`src/rtl/aes_round_mix.sv`:
```
// Back half of an AES round: (Inv)ShiftRows, then (Inv)MixColumns and AddRoundKey.
// Two-stage valid/ready pipeline with full back-pressure. Mode and last travel with each beat.
module aes_round_mix #(
  parameter int TAG_W = 4
) (
  input  logic             clk,
  input  logic             rst_n,
  input  logic             in_valid,
  output logic             in_ready,
  input  logic             mode,
  input  logic             last,
  input  logic [127:0]     state_in,
  input  logic [127:0]     round_key,
  input  logic [TAG_W-1:0] tag_in,
  output logic             out_valid,
  input  logic             out_ready,
  output logic [127:0]     state_out,
  output logic [TAG_W-1:0] tag_out
);

  function automatic logic [7:0] xtime(input logic [7:0] b);
    return {b[6:0], 1'b0} ^ (b[7] ? 8'h1b : 8'h00);
  endfunction

  // Byte k = row + 4*col sits at [127-8k -: 8]; inverse rotates each row the other way.
  function automatic logic [127:0] shiftRows(input logic [127:0] s, input logic inv);
    logic [127:0] res;
    int src;
    res = '0;
    for (int c = 0; c < 4; c++) begin
      for (int r = 0; r < 4; r++) begin
        src = inv ? ((c - r + 4) % 4) : ((c + r) % 4);
        res[127-8*(r+4*c) -: 8] = s[127-8*(r+4*src) -: 8];
      end
    end
    return res;
  endfunction

  function automatic logic [31:0] mixCol(input logic [31:0] col, input logic inv);
    logic [7:0] a [4];
    logic [7:0] m2 [4];
    logic [7:0] m3 [4];
    logic [7:0] m4 [4];
    logic [7:0] m8 [4];
    logic [7:0] m9 [4];
    logic [7:0] m11 [4];
    logic [7:0] m13 [4];
    logic [7:0] m14 [4];
    logic [31:0] res;
    res = '0;
    for (int i = 0; i < 4; i++) begin
      a[i]   = col[31-8*i -: 8];
      m2[i]  = xtime(a[i]);
      m4[i]  = xtime(m2[i]);
      m8[i]  = xtime(m4[i]);
      m3[i]  = m2[i] ^ a[i];
      m9[i]  = m8[i] ^ a[i];
      m11[i] = m8[i] ^ m2[i] ^ a[i];
      m13[i] = m8[i] ^ m4[i] ^ a[i];
      m14[i] = m8[i] ^ m4[i] ^ m2[i];
    end
    for (int i = 0; i < 4; i++) begin
      if (inv) begin
        res[31-8*i -: 8] = m14[i] ^ m11[(i+1)%4] ^ m13[(i+2)%4] ^ m9[(i+3)%4];
      end else begin
        res[31-8*i -: 8] = m2[i] ^ m3[(i+1)%4] ^ a[(i+2)%4] ^ a[(i+3)%4];
      end
    end
    return res;
  endfunction

  function automatic logic [127:0] mixColumns(input logic [127:0] s, input logic inv);
    logic [127:0] res;
    res = '0;
    for (int c = 0; c < 4; c++) begin
      res[127-32*c -: 32] = mixCol(s[127-32*c -: 32], inv);
    end
    return res;
  endfunction

  logic             aValid_q, aValid_d;
  logic [127:0]     aState_q, aState_d;
  logic [127:0]     aKey_q, aKey_d;
  logic             aMode_q, aMode_d;
  logic             aLast_q, aLast_d;
  logic [TAG_W-1:0] aTag_q, aTag_d;
  logic             bValid_q, bValid_d;
  logic [127:0]     bState_q, bState_d;
  logic [TAG_W-1:0] bTag_q, bTag_d;

  logic         bLoad;
  logic         aLoad;
  logic [127:0] keyed;
  logic [127:0] roundResult;

  assign bLoad    = !bValid_q || out_ready;
  assign aLoad    = !aValid_q || bLoad;
  assign in_ready = aLoad;

  // Decrypt adds the key before InvMixColumns; encrypt adds it after MixColumns.
  always_comb begin
    keyed = aState_q ^ aKey_q;
    roundResult = keyed;
    if (!aLast_q) begin
      if (aMode_q) begin
        roundResult = mixColumns(keyed, 1'b1);
      end else begin
        roundResult = mixColumns(aState_q, 1'b0) ^ aKey_q;
      end
    end
  end

  always_comb begin
    aValid_d = aValid_q;
    aState_d = aState_q;
    aKey_d   = aKey_q;
    aMode_d  = aMode_q;
    aLast_d  = aLast_q;
    aTag_d   = aTag_q;
    bValid_d = bValid_q;
    bState_d = bState_q;
    bTag_d   = bTag_q;
    if (bLoad) begin
      bValid_d = aValid_q;
      if (aValid_q) begin
        bState_d = roundResult;
        bTag_d   = aTag_q;
      end
    end
    if (aLoad) begin
      aValid_d = in_valid;
      if (in_valid) begin
        aState_d = shiftRows(state_in, mode);
        aKey_d   = round_key;
        aMode_d  = mode;
        aLast_d  = last;
        aTag_d   = tag_in;
      end
    end
  end

  always_ff @(posedge clk or negedge rst_n) begin
    if (!rst_n) begin
      aValid_q <= 1'b0;
      aState_q <= '0;
      aKey_q   <= '0;
      aMode_q  <= 1'b0;
      aLast_q  <= 1'b0;
      aTag_q   <= '0;
      bValid_q <= 1'b0;
      bState_q <= '0;
      bTag_q   <= '0;
    end else begin
      aValid_q <= aValid_d;
      aState_q <= aState_d;
      aKey_q   <= aKey_d;
      aMode_q  <= aMode_d;
      aLast_q  <= aLast_d;
      aTag_q   <= aTag_d;
      bValid_q <= bValid_d;
      bState_q <= bState_d;
      bTag_q   <= bTag_d;
    end
  end

  assign out_valid = bValid_q;
  assign state_out = bState_q;
  assign tag_out   = bTag_q;

endmodule

```
`config.mk`:
```
export PLATFORM = sky130hd
export DESIGN_NAME = aes_round_mix
export DESIGN_NICKNAME = d
export VERILOG_FILES = /design/src/rtl/aes_round_mix.sv
export SDC_FILE = /design/constraint.sdc
export NUM_CORES = 2
export LEC_CHECK = 0
export CAP_MARGIN = 20
export CORE_UTILIZATION = 55
export DETAILED_ROUTE_END_ITERATION = 7
export GPL_TIMING_DRIVEN = 0
export HOLD_SLACK_MARGIN = 0.05
export MAX_ROUTING_LAYER = met4
export PLACE_DENSITY = 0.82
export SYNTH_ARGS = -nofsm -noshare
export SYNTH_HDL_FRONTEND = slang
export SYNTH_SLANG_ARGS = --single-unit
```
`constraint.sdc`:
```
create_clock -name clk -period 2.9 [get_ports clk]
set_input_delay 0.725 -clock clk [delete_from_list [all_inputs] [get_ports clk]]
set_output_delay 0.725 -clock clk [all_outputs]
set_load 0.005 [all_outputs]
```
==> key figures <==
Status
  – Status: complete, but fails checks
  – Failing checks: setup timing

Yosys
  – Post-Syn Area: about 32000 um^2
  – Synth area leader: dfrtp_1
  – Synth Net Count: about 3.3k
  – Synth warn: 0
  – Syn Inst Count: between 3k and 4k
  – Area contributors post-synth: dfrtp_1 31%, xnor2_1 29%, mux2_2 6.9%, xor2_1 6.0%, xnor3_1 5.5%
  – Share of the synthesized area in the top cell type: a little under a third
  – Sequential element share of the synthesized area: around 31%
  – Post-synth EDFFs: 0
  – FFs w/ async S/R, synth: 100%
  – Main synth FF type: dfrtp_1
  – Post-synthesis sequential element count: between 300 and 400
  – Post-synth cell types: 51
  – Post-synthesis area per instance: roughly 11 um^2

Floorplan
  – Die height: between 200 and 250 um
  – Chip Width: ~240 um
  – I/O pin count: 400
  – Die area: roughly 60000 um^2
  – Core footprint: approximately 58000 um^2
  – Cell Rows: 88
  – Initial Util: between 50% and 60%

Global route
  – Vias in the first global route: 26.0k
  – Largest net degree at the start of global routing: ~110
  – Initial antenna violation count: 1
  – First-pass GRT wire length: around 180000 um
  – Total global-route track usage: 43.6%
  – Overflow after GRT: 0

Critical path
  – Critical-path maximum fanout: 10
  – Worst Setup SP: aMode_q$_DFFE_PN0P_
  – Crit path DAT: 3.52 ns
  – Critical path type: flop to flop
  – R2R Setup Slk: -0.12 ns
  – CP startpoint kind: flop
  – Critical Path RT: 3.40 ns
  – CP endpoint kind: flop
  – Reg2reg start: aMode_q$_DFFE_PN0P_

CTS
  – Sink Count: 396
  – Clk Latency, worst-skew pair: roughly 0.62 ns
  – Worst-path clk slew: 0.07 ns
  – H-tree depth: 2
  – CTS tree: done
  – CTS max path bufs: 3
  – Clock Root Buffer: clkbuf_16
  – Number of CTS-inserted buffers: 44

Detailed routing
  – Routed Wire Length: 128000 um
  – Vias per cell: approximately 6.1
  – Final ANT Viol Nets: 0
  – DRC viols: 0
  – Wirelength per Cell: slightly below 30 um
  – Initial DRT Pass Iterations: 6
  – Initial DRC count: approximately 3.2k
  – Vias: about 27k

Timing
  – Hold WS: around 0.11 ns
  – Final Hold Viols: 0
  – Setup violators final: 9
  – Worst Tran Pin Value: 1.16 ns
  – Maximum clock rate: between 300 and 400 MHz
  – Crit path time final: just over 3 ns
  – Rel. slew slack: between 20% and 30%
  – Max Slew Vio Count: 0
  – Period utilisation layout: 104%
  – TNS Setup: -0.332 ns
  – Final Worst Setup Slack: -0.118 ns
  – Clock Skew: around 0.019 ns
  – RSZ-0062 raised after global routing: true

Final layout
  – Layout Nets: 3829
  – Layout cells sized above 1: a little under a fifth
  – Final Cell Area: between 40000 and 50000 um^2
  – P&R area growth vs syn: 27.7%

Flow run
  – Max cap viols: 0

Power and ir drop
  – IR drop worst, VDD: 0.000775 V
  – Final Total Pwr: roughly 61000 uW
  – Leakage Power: between 0.015 and 0.02 uW
  – Pwr/cell area: between 1000 and 1500 nW/um^2

Place
  – Post-placement setup slack: -1.22 ns
  – Final HPWL DP: 97800 um
  – Gpl congestion: 1.04
  – Port Buffers: around 400
  – Post-DP Area: 37300 um^2

Hold path
  – Worst min-delay path class: input pin to async pin
routing by layer:
| metal | track usage, % | vias up | routed length [um] |
|---|---|---|---|
| met2 | 63.9 | 1898 | 55800 |
| met1 | 56.3 | 13070 | 49200 |
| met4 | 21.5 | 0 | 8130 |
| met5 | - | - | 0 |
| met3 | 10.7 | 414 | 15100 |
| li1 | - | 11161 | - |
final timing paths:
kind	end	depth (start not counted)
max	state_out[90]$_DFFE_PN0P_	5
min	aState_q[123]$_DFFE_PN0P_	1
max reg2reg	state_out[90]$_DFFE_PN0P_	5
min reg2reg	tag_out[2]$_DFFE_PN0P_	2
max in group asynchronous	aKey_q[60]$_DFFE_PN0P_	3
min in group clk	tag_out[2]$_DFFE_PN0P_	2
synthesized netlist by cell type, drive strengths merged, types with 13 or more instances:
master     n
mux2i     66
a221oi    13
a211oi    35
o21ai    156
dfrtp    396
xor2     235
buf       68
o22a      34
nor2     135
a21oi    108
clkbuf   181
a221o     39
xnor3     83
xnor2   1115
mux2     198
nand2    100
xor3      14
repair_timing:
item                       in CTS  in global routing
setup endpoints to repair     297                130
resized for setup             166                110
setup buffers                  26                 45
pin swaps                      16                 20
hold buffers                    0                  0
area by class of cell:
type,instances,area (um^2)
Clock buffer,56,1250
Multi-Input combinational cell,2413,23200
Sequential cell,396,9910
Timing Repair Buffer,474,4690
Clock inverter,23,228
Antenna cell,3,7.51
Buffer,231,1020
Inverter,3,15.0
Fill cell,4329,16600
Tap cell,765,957
kinds of logic after synthesis:
kind of cell / count (synthesis) / share of synthesized area (%)
AO/OA/AOI/OAI: 433 / 8.55
flip-flops: 396 / 30.7
XOR/XNOR: 1447 / 45.2
AND/OR/NAND/NOR: 269 / 3.36
multiplexers: 264 / 8.95
buffers and inverters: 252 / 3.23
state kept, by name, indices dropped and copies added, names as in the netlist, 4 cells and up:
| register | count |
|---|---|
| aKey_q | 128 |
| state_out | 128 |
| aTag_q | 4 |
| tag_out | 4 |
| aState_q | 128 |
stage by stage:
stage | cells | utilization (%)
after floorplan | 3061 | -
after global placement | 4224 | 64.4
after detailed placement | 4229 | 64.6
after CTS | 4327 | 69.6
after global routing | 4362 | 71.3
final | 4364 | 71.3
cell usage in the layout (no fill, tap or decap), types with 45 or more instances in the layout:
| cell type | count |
|---|---|
| clkdlybuf4s50_1 | 397 |
| xnor2_1 | 953 |
| a21oi_1 | 108 |
| dfrtp_1 | 395 |
| nor2_1 | 134 |
| o21ai_0 | 155 |
| xnor2_2 | 99 |
| mux2_2 | 198 |
| clkbuf_1 | 131 |
| mux2i_1 | 66 |
| xnor2_4 | 63 |
| clkbuf_16 | 45 |
| xor2_1 | 201 |
| xnor3_1 | 74 |
| nand2_1 | 99 |
| buf_2 | 49 |
| buf_4 | 76 |
power breakdown:
group          total [uW]  internal [uW]  switching [uW]
clock network        5960           3330            2630
registers            8800           6980            1830
logic               45800          23300           22500
worst max-delay path, cell delays in order (launching register included):
cell      delay, ns
dfrtp_1        0.32
clkbuf_1       0.57
clkbuf_1       0.63
clkbuf_1       0.75
a211oi_1       0.34
o22a_1         0.27
(Power assumes the default switching activity.)
